<file path="src/rtl/mdu_pkg.sv">
// Shared definitions for the multiply/divide unit: op codes, FSM states,
// and the default operand width.
package mdu_pkg;

  localparam int MDU_WIDTH = 32;

  localparam logic [2:0] OP_MULT  = 3'b000;
  localparam logic [2:0] OP_MULTU = 3'b001;
  localparam logic [2:0] OP_DIV   = 3'b010;
  localparam logic [2:0] OP_DIVU  = 3'b011;
  localparam logic [2:0] OP_MTHI  = 3'b100;
  localparam logic [2:0] OP_MTLO  = 3'b101;

  typedef enum logic [1:0] {
    ST_IDLE = 2'd0,
    ST_RUN  = 2'd1,
    ST_FIX  = 2'd2
  } state_e;

endpackage

</file>
<file path="src/rtl/mdu_divstep.sv">
// One restoring-division step: shift the next dividend bit into the partial
// remainder and subtract the divisor if it fits.
module mdu_divstep
  import mdu_pkg::*;
#(
  parameter int WIDTH = MDU_WIDTH
) (
  input  logic [WIDTH-1:0] rem_in,
  input  logic             dbit,
  input  logic [WIDTH-1:0] divisor,
  output logic [WIDTH-1:0] rem_out,
  output logic             qbit
);

  logic [WIDTH:0] shifted;
  logic [WIDTH:0] diff;

  // Trial subtraction; a clear borrow bit means the divisor fits. When it
  // does not fit the shifted value is below the divisor, so it fits in WIDTH bits.
  always_comb begin
    shifted = {rem_in, dbit};
    diff    = shifted - {1'b0, divisor};
    qbit    = ~diff[WIDTH];
    rem_out = qbit ? diff[WIDTH-1:0] : shifted[WIDTH-1:0];
  end

endmodule

</file>
<file path="src/rtl/mdu_hilo.sv">
// Iterative multiply/divide unit owning the HI/LO pair. Operations run on
// unsigned magnitudes for WIDTH cycles, then a single fix-up cycle applies
// signs and writes HI/LO.
module mdu_hilo
  import mdu_pkg::*;
#(
  parameter int WIDTH = MDU_WIDTH
) (
  input  logic             clk,
  input  logic             rst_n,
  input  logic             start,
  input  logic [2:0]       op,
  input  logic [WIDTH-1:0] in0,
  input  logic [WIDTH-1:0] in1,
  output logic             busy,
  output logic             done,
  output logic             dz,
  output logic [WIDTH-1:0] hi,
  output logic [WIDTH-1:0] lo
);

  localparam int CW = (WIDTH > 1) ? $clog2(WIDTH) : 1;

  state_e             state_q, state_d;
  logic [CW-1:0]      cnt_q, cnt_d;
  // Multiply: {partial high, multiplier shifting out}.
  // Divide:   {partial remainder, dividend shifting out / quotient shifting in}.
  logic [2*WIDTH-1:0] acc_q, acc_d;
  logic [WIDTH-1:0]   opb_q, opb_d;       // multiplicand or divisor magnitude
  logic               is_div_q, is_div_d;
  logic               neg_q, neg_d;       // product/quotient must be negated
  logic               rem_neg_q, rem_neg_d;
  logic               dzero_q, dzero_d;
  logic [WIDTH-1:0]   hi_q, hi_d;
  logic [WIDTH-1:0]   lo_q, lo_d;
  logic               done_q, done_d;
  logic               dz_q, dz_d;

  logic               signed_op;
  logic               a_neg, b_neg;
  logic [WIDTH-1:0]   mag_a, mag_b;
  logic [WIDTH:0]     mul_sum;
  logic [2*WIDTH-1:0] mul_next;
  logic [2*WIDTH-1:0] div_next;
  logic [WIDTH-1:0]   div_rem;
  logic               div_qbit;
  logic [2*WIDTH-1:0] prod_fix;
  logic [WIDTH-1:0]   quot_fix;
  logic [WIDTH-1:0]   rem_fix;

  mdu_divstep #(.WIDTH(WIDTH)) u_divstep (
    .rem_in  (acc_q[2*WIDTH-1:WIDTH]),
    .dbit    (acc_q[WIDTH-1]),
    .divisor (opb_q),
    .rem_out (div_rem),
    .qbit    (div_qbit)
  );

  // Operand magnitudes, per-cycle step results and sign-corrected results.
  always_comb begin
    signed_op = (op == OP_MULT) || (op == OP_DIV);
    a_neg     = signed_op & in0[WIDTH-1];
    b_neg     = signed_op & in1[WIDTH-1];
    mag_a     = a_neg ? -in0 : in0;
    mag_b     = b_neg ? -in1 : in1;

    // Shift-add: add the multiplicand into the high half when the current
    // multiplier bit is set, then shift the whole accumulator right.
    if (acc_q[0]) begin
      mul_sum = {1'b0, acc_q[2*WIDTH-1:WIDTH]} + {1'b0, opb_q};
    end else begin
      mul_sum = {1'b0, acc_q[2*WIDTH-1:WIDTH]};
    end
    mul_next = {mul_sum, acc_q[WIDTH-1:1]};

    div_next = {div_rem, acc_q[WIDTH-2:0], div_qbit};

    prod_fix = neg_q ? -acc_q : acc_q;
    quot_fix = neg_q ? -acc_q[WIDTH-1:0] : acc_q[WIDTH-1:0];
    rem_fix  = rem_neg_q ? -acc_q[2*WIDTH-1:WIDTH] : acc_q[2*WIDTH-1:WIDTH];
  end

  // Next-state logic for the FSM, datapath and HI/LO registers.
  always_comb begin
    state_d   = state_q;
    cnt_d     = cnt_q;
    acc_d     = acc_q;
    opb_d     = opb_q;
    is_div_d  = is_div_q;
    neg_d     = neg_q;
    rem_neg_d = rem_neg_q;
    dzero_d   = dzero_q;
    hi_d      = hi_q;
    lo_d      = lo_q;
    done_d    = 1'b0;
    dz_d      = 1'b0;

    case (state_q)
      ST_IDLE: begin
        if (start) begin
          case (op)
            OP_MULT, OP_MULTU, OP_DIV, OP_DIVU: begin
              state_d   = ST_RUN;
              cnt_d     = '0;
              is_div_d  = op[1];
              neg_d     = a_neg ^ b_neg;
              rem_neg_d = a_neg;
              dzero_d   = op[1] && (in1 == '0);
              if (op[1]) begin
                acc_d = {{WIDTH{1'b0}}, mag_a};
                opb_d = mag_b;
              end else begin
                acc_d = {{WIDTH{1'b0}}, mag_b};
                opb_d = mag_a;
              end
            end
            OP_MTHI: hi_d = in0;
            OP_MTLO: lo_d = in0;
            default: ;
          endcase
        end
      end
      ST_RUN: begin
        acc_d = is_div_q ? div_next : mul_next;
        cnt_d = cnt_q + CW'(1);
        if (cnt_q == CW'(WIDTH - 1)) begin
          state_d = ST_FIX;
        end
      end
      ST_FIX: begin
        // With a zero divisor every step subtracts nothing, so the remainder
        // is the dividend magnitude and rem_fix restores the original dividend.
        if (is_div_q) begin
          lo_d = dzero_q ? {WIDTH{1'b1}} : quot_fix;
          hi_d = rem_fix;
        end else begin
          hi_d = prod_fix[2*WIDTH-1:WIDTH];
          lo_d = prod_fix[WIDTH-1:0];
        end
        done_d  = 1'b1;
        dz_d    = is_div_q & dzero_q;
        state_d = ST_IDLE;
      end
      default: state_d = ST_IDLE;
    endcase
  end

  // State and output registers; reset drops any in-flight operation.
  always_ff @(posedge clk or negedge rst_n) begin
    if (!rst_n) begin
      state_q   <= ST_IDLE;
      cnt_q     <= '0;
      acc_q     <= '0;
      opb_q     <= '0;
      is_div_q  <= 1'b0;
      neg_q     <= 1'b0;
      rem_neg_q <= 1'b0;
      dzero_q   <= 1'b0;
      hi_q      <= '0;
      lo_q      <= '0;
      done_q    <= 1'b0;
      dz_q      <= 1'b0;
    end else begin
      state_q   <= state_d;
      cnt_q     <= cnt_d;
      acc_q     <= acc_d;
      opb_q     <= opb_d;
      is_div_q  <= is_div_d;
      neg_q     <= neg_d;
      rem_neg_q <= rem_neg_d;
      dzero_q   <= dzero_d;
      hi_q      <= hi_d;
      lo_q      <= lo_d;
      done_q    <= done_d;
      dz_q      <= dz_d;
    end
  end

  assign busy = (state_q != ST_IDLE);
  assign done = done_q;
  assign dz   = dz_q;
  assign hi   = hi_q;
  assign lo   = lo_q;

endmodule

</file>
<file path="config.mk">
export PLATFORM = sky130hd
export DESIGN_NAME = mdu_hilo
export DESIGN_NICKNAME = d
export VERILOG_FILES = /design/src/rtl/mdu_pkg.sv /design/src/rtl/mdu_divstep.sv /design/src/rtl/mdu_hilo.sv
export SDC_FILE = /design/constraint.sdc
export NUM_CORES = 1
export LEC_CHECK = 0
export BUFFER_PORTS_ARGS = -buffer_cell sky130_fd_sc_hd__buf_2
export CAP_MARGIN = 20
export CORE_MARGIN = 4
export CORE_UTILIZATION = 55
export CTS_CLUSTER_SIZE = 30
export DETAILED_ROUTE_END_ITERATION = 10
export GPL_TIMING_DRIVEN = 0
export PLACE_DENSITY = 0.75
export SLEW_MARGIN = 20
export SYNTH_ARGS = -nofsm -noshare
export SYNTH_HDL_FRONTEND = slang
export SYNTH_SLANG_ARGS = --single-unit
</file>
<file path="constraint.sdc">
create_clock -name clk -period 3.6 [get_ports clk]
set_input_delay 0.72 -clock clk [delete_from_list [all_inputs] [get_ports clk]]
set_output_delay 0.72 -clock clk [all_outputs]
set_load 0.01 [all_outputs]
</file>
### Yosys cells after proc, flatten, opt, wreduce, memory -nomap -nowiden

Cells that the tools add are included.
W data, S select, Z words.

* add/subtract/negate cells: 8
* equality and inequality tests: 13
* muxes and demuxes: 31
* bitwise logic cells: 5
* reductions and logical operators: 14

Operators by type and width (count)
* $mux W32: 14
* $mux W64: 4
* $neg A32 Y32: 4
* $pmux W32 S2: 2
* $pmux W64 S2: 1
* $neg A64 Y64: 1
* $add A32 B32 Y33: 1
* $mux W33: 1
* $sub A33 B32 Y33: 1
* $logic_not A32 Y1: 1
* $reduce_and A3 Y1: 5
* $mux W5: 2
* $pmux W5 S2: 1
* $eq A3 B2 Y1 const B: 2
* $eq A3 B3 Y1 const B: 2
* $mux W2: 3
* $ne A2 B1 Y1 const B: 3
* $reduce_bool A2 Y1: 3
* $add A5 B1 Y5 const B: 1
* $eq A5 B5 Y1 const B: 1
* $ne A2 B2 Y1 const B: 2
* $pmux W2 S2: 1
* $reduce_or A4 Y1: 1
* $and A1 B1 Y1: 3
* 10 further kinds: 11

* bits in registers: 173
* input port bits: 70
* output and inout port bits: 67
* logic and storage cells: 83

### Logic depth before layout (Yosys ltp)

* depth in word-level cells: 8
* gate-level depth with buffers: 14

### Hierarchy

A second synthesis with hierarchy kept.

* cell total of the unflattened synthesis: 1955
* area total of the unflattened synthesis: 15541.2 sq um

By module, submodules not included
* mdu_hilo: times used 1, cells each 1650, area an instance 13182.6 sq um, seq. area each 4329.2 sq um
* mdu_divstep: times used 1, cells each 305, area an instance 2358.5 sq um, seq. area each 0.0 sq um

### Worst setup path before layout

No wires, ideal clock.

* path kind: reg-to-reg
* start point: register acc_q[31]
* end point: register acc_q[56]
* library setup time: 138 ps
* arrival time: 3154 ps
* setup slack: 308 ps
* cell stages (with the launch flop): 14
* path buffers: 1
* clock period less this slack: 3292 ps
* cell sequence: dfrtp_1 > inv_1 > ha_1 > fa_1 > nand2b_1 > a21oi_1 > o21ai_1 > o211ai_1 > a31oi_1 > xnor2_1 > buf_2 > o21ai_0 > a222oi_1 > o21ai_0

* word-level cells in the longest chain between the ends: 4

RTL lines
* from (decl): line mdu_hilo.sv:28 `logic [2*WIDTH-1:0] acc_q, acc_d;`
* from (signal assigned): line mdu_hilo.sv:153 `acc_q <= '0;`
* from (signal assigned): line mdu_hilo.sv:166 `acc_q <= acc_d;`
* $sub A33 B32 Y33: line mdu_divstep.sv:22 `diff = shifted - {1'b0, divisor};`
* $mux W32: line mdu_divstep.sv:24 `rem_out = qbit ? diff[WIDTH-1:0] : shifted[WIDTH-1:0];`
* $mux W64: line mdu_hilo.sv:124 `acc_d = is_div_q ? div_next : mul_next;`
* $pmux W64 S2: line mdu_hilo.sv:98 `case (state_q)`

Every way passes these cells.
A chain may end at the register's enable or synchronous reset.

### Final worst setup path

* start point: register acc_q[46]
* end point: register acc_q[56]

* word-level cells in the longest chain between the ends: 4

RTL lines (line)
* $sub A33 B32 Y33 or $add A32 B32 Y33 (tied branches): mdu_divstep.sv:22, mdu_hilo.sv:70
* $mux W32 or $mux W33 (tied branches): mdu_divstep.sv:24, mdu_hilo.sv:69
* $mux W64 (*): mdu_hilo.sv:124
* $pmux W64 S2 (*): mdu_hilo.sv:98

Every way passes the cells marked *; elsewhere a longest branch is shown, timed or not.

==> flow_summary.ini <==
[run_status]
status = finished with violations
violations = setup timing

[synthesis]
avgSynthCellArea_sq_um = 7.84
synthFlopType = dfrtp_1
syn_area_sq_um = 15300
synthCells = 1952
synth_cell_types = 85
seq_area_frac_synth = 0.283
yosysWarnings = 0
ys_ff_latch = 173
syn-num-nets = 2094
synth_edf_count = 0
async_flop_share = 1.00

[setup_path]
critical_path_class = reg2reg
reg2reg_to = acc_q[56]
end_kind = flip-flop
worstPathRequired_ps = 3900
ff2ff_setup_slack_ps = -50
rr_worst_depth = 11
arrival_ps = 3950
worstPathMaxFanout = 10
cp-start-kind = flip-flop
r2r_start = acc_q[46]

[global_route]
first_global_vias = 15275
antenna_found_initial = 0
grt_pass1_wl_um = 92900
grt_overflow = 0
gr-usage-met3 = 0.105
grtUsageMet2 = 0.591
grt_max_degree = 94
grt_util_met1 = 0.545
grt-busiest-layer = met2
grtUsageTotal = 0.394

[sta]
tns_ps = -52.5
finClkSkew_ps = 14.1
min_period_ps = 3650
setup_viol = 1
slew_headroom = 0.0390
tightest_slew_ps = 1430
final_hold_viol_count = 0
rsz0062_at_grt = yes
max_freq_ghz = 0.274
setup_ws_ps = -52.5
period_share = 1.01
slew_violations = 0

[routing]
ant_nets = 0
drt_wl_total_um = 62500
via_per_inst = 6.55
route.detailed.wl_per_inst_um = 24.9
via_count = 16428
route.detailed.drc = 0
drtPass1Iterations = 6
drt_iter0_markers = 2180

[job]
cap_violations = 0

[die]
start_util = 0.563
die_y_um = 175
rows = 60
io_pins = 137
die_w_um = 175
die-area_sq_um = 30500
core_area_sq_um = 27200

[power]
leakage_nw = 7.50
power.density_nw_per_um2 = 1120
power_mw = 19.5
ir_drop_mv = 0.677

[cts]
cts_buffers = 17
cts_tree = yes
cts_max_level = 4
numClockSinks = 173
clkTransAtPathRegs_ps = 80
root_buffer = clkbuf_16
insertion_delay_ps = 450
cts_buffer_depth = 2

[placement]
dpl.hpwl_um = 48500
place.gp.congestion = 1.07
io_buffers = 133
dp.cells = 2458

[layout]
syn_to_final_growth_pct = 14.2
seqCellArea_sq_um = 4340
multi_input_area_sq_um = 10400
utilization = 0.643
num_antenna_cells = 0
fin_nets = 2265
layout.filler_cells = 2485
drive_gt1_frac = 0.136
layout_commonest_cell = nand2_1
fin_cells = 2508
layout_common_cells = nand2_1, o21ai_0, a21oi_1, nor2_1, dfrtp_1

[min_path]
hold_path_class = in2async
## worst max path at each step
stage / start / to / depth (start not counted)
floorplan: acc_q[31] / acc_q[56] / 13
global placement: rst_n / cnt_q[3] / 1
detailed placement: acc_q[31] / acc_q[56] / 13
CTS: opb_q[17] / acc_q[56] / 13
global route: acc_q[31] / acc_q[56] / 13
finish: acc_q[46] / acc_q[56] / 11
## report_power, final
group | switching [mW] | internal, mW
Clock | 0.920 | 1.04
Combinational | 8.20 | 5.27
Sequential | 1.21 | 2.86
Total | 10.3 | 9.17
## registers in the layout, summed over array words and instances (netlist names)
name and cells:
hi 32, acc_q 64, cnt_q 5, dzero_q 1, opb_q 32, done 1, rem_neg_q 1, dz 1
state_q 2, neg_q 1, lo 32, is_div_q 1
## per-layer routing
metal	wire length, um	vias up
met5	0	-
met1	25400	7873
met4	2670	0
met2	26700	1062
li1	-	7335
met3	7670	158
## final cells by class
| class | count | share of cell area |
|---|---|---|
| buffer | 130 | 0.0334 |
| clock buffer | 18 | 0.0246 |
| clock inverter | 14 | 0.00910 |
| inverter | 60 | 0.0131 |
| multi-input combinational | 1585 | 0.595 |
| sequential | 173 | 0.249 |
| tap | 372 | 0.0266 |
| timing repair buffer | 156 | 0.0499 |
## synthesized netlist by cell type (34+ instances only)
cell type / number / share of area
dfrtp_1: 173 / 0.28
ha_1: 70 / 0.057
xor2_1: 95 / 0.054
clkbuf_1: 102 / 0.025
nor2_1: 184 / 0.045
mux2i_1: 100 / 0.065
nand2_1: 228 / 0.056
o21ai_0: 201 / 0.066
xnor2_1: 76 / 0.044
nor3_1: 34 / 0.011
a21oi_1: 193 / 0.063
inv_1: 57 / 0.014
## logic make-up (layout without fill, tap and decap cells)
logic type / count (synthesis) / in the layout / share of synthesized area
buffers and inverters: 194 / 378 / 0.0532
flip-flops: 173 / 173 / 0.283
multiplexers: 118 / 118 / 0.0787
AO/OA/AOI/OAI: 617 / 617 / 0.243
adder cells (fa/ha/maj): 72 / 72 / 0.0599
XOR/XNOR: 171 / 171 / 0.0979
AND/OR/NAND/NOR: 607 / 607 / 0.184
## timing repair
action | CTS | global route
buffers inserted | 5 | 17
setup endpoints to repair | 34 | 49
cloned | 0 | 0
gates resized for setup | 19 | 43
pin swaps | 5 | 14
hold buffers | 0 | 0
## stage by stage
stage	hold WS (ps)	cell area, sq um	setup slack (ps)
after floorplan	424	15300	308
after global placement	493	16400	-1030
after detailed placement	507	16500	-667
after CTS	336	17200	-29.9
after global routing	369	17500	-122
final	317	17500	-52.5
## critical path, cell delays in order (launching register included)
cell and delay (ps):
dfrtp_1 570, ha_1 530, nand2_1 160, o31ai_1 340, nand3_1 140, o211ai_1 350, a31oi_2 180, xnor2_2 250
buf_4 240, o21ai_0 90, a222oi_1 450, o21ai_0 170
(Power assumes the default switching activity.)
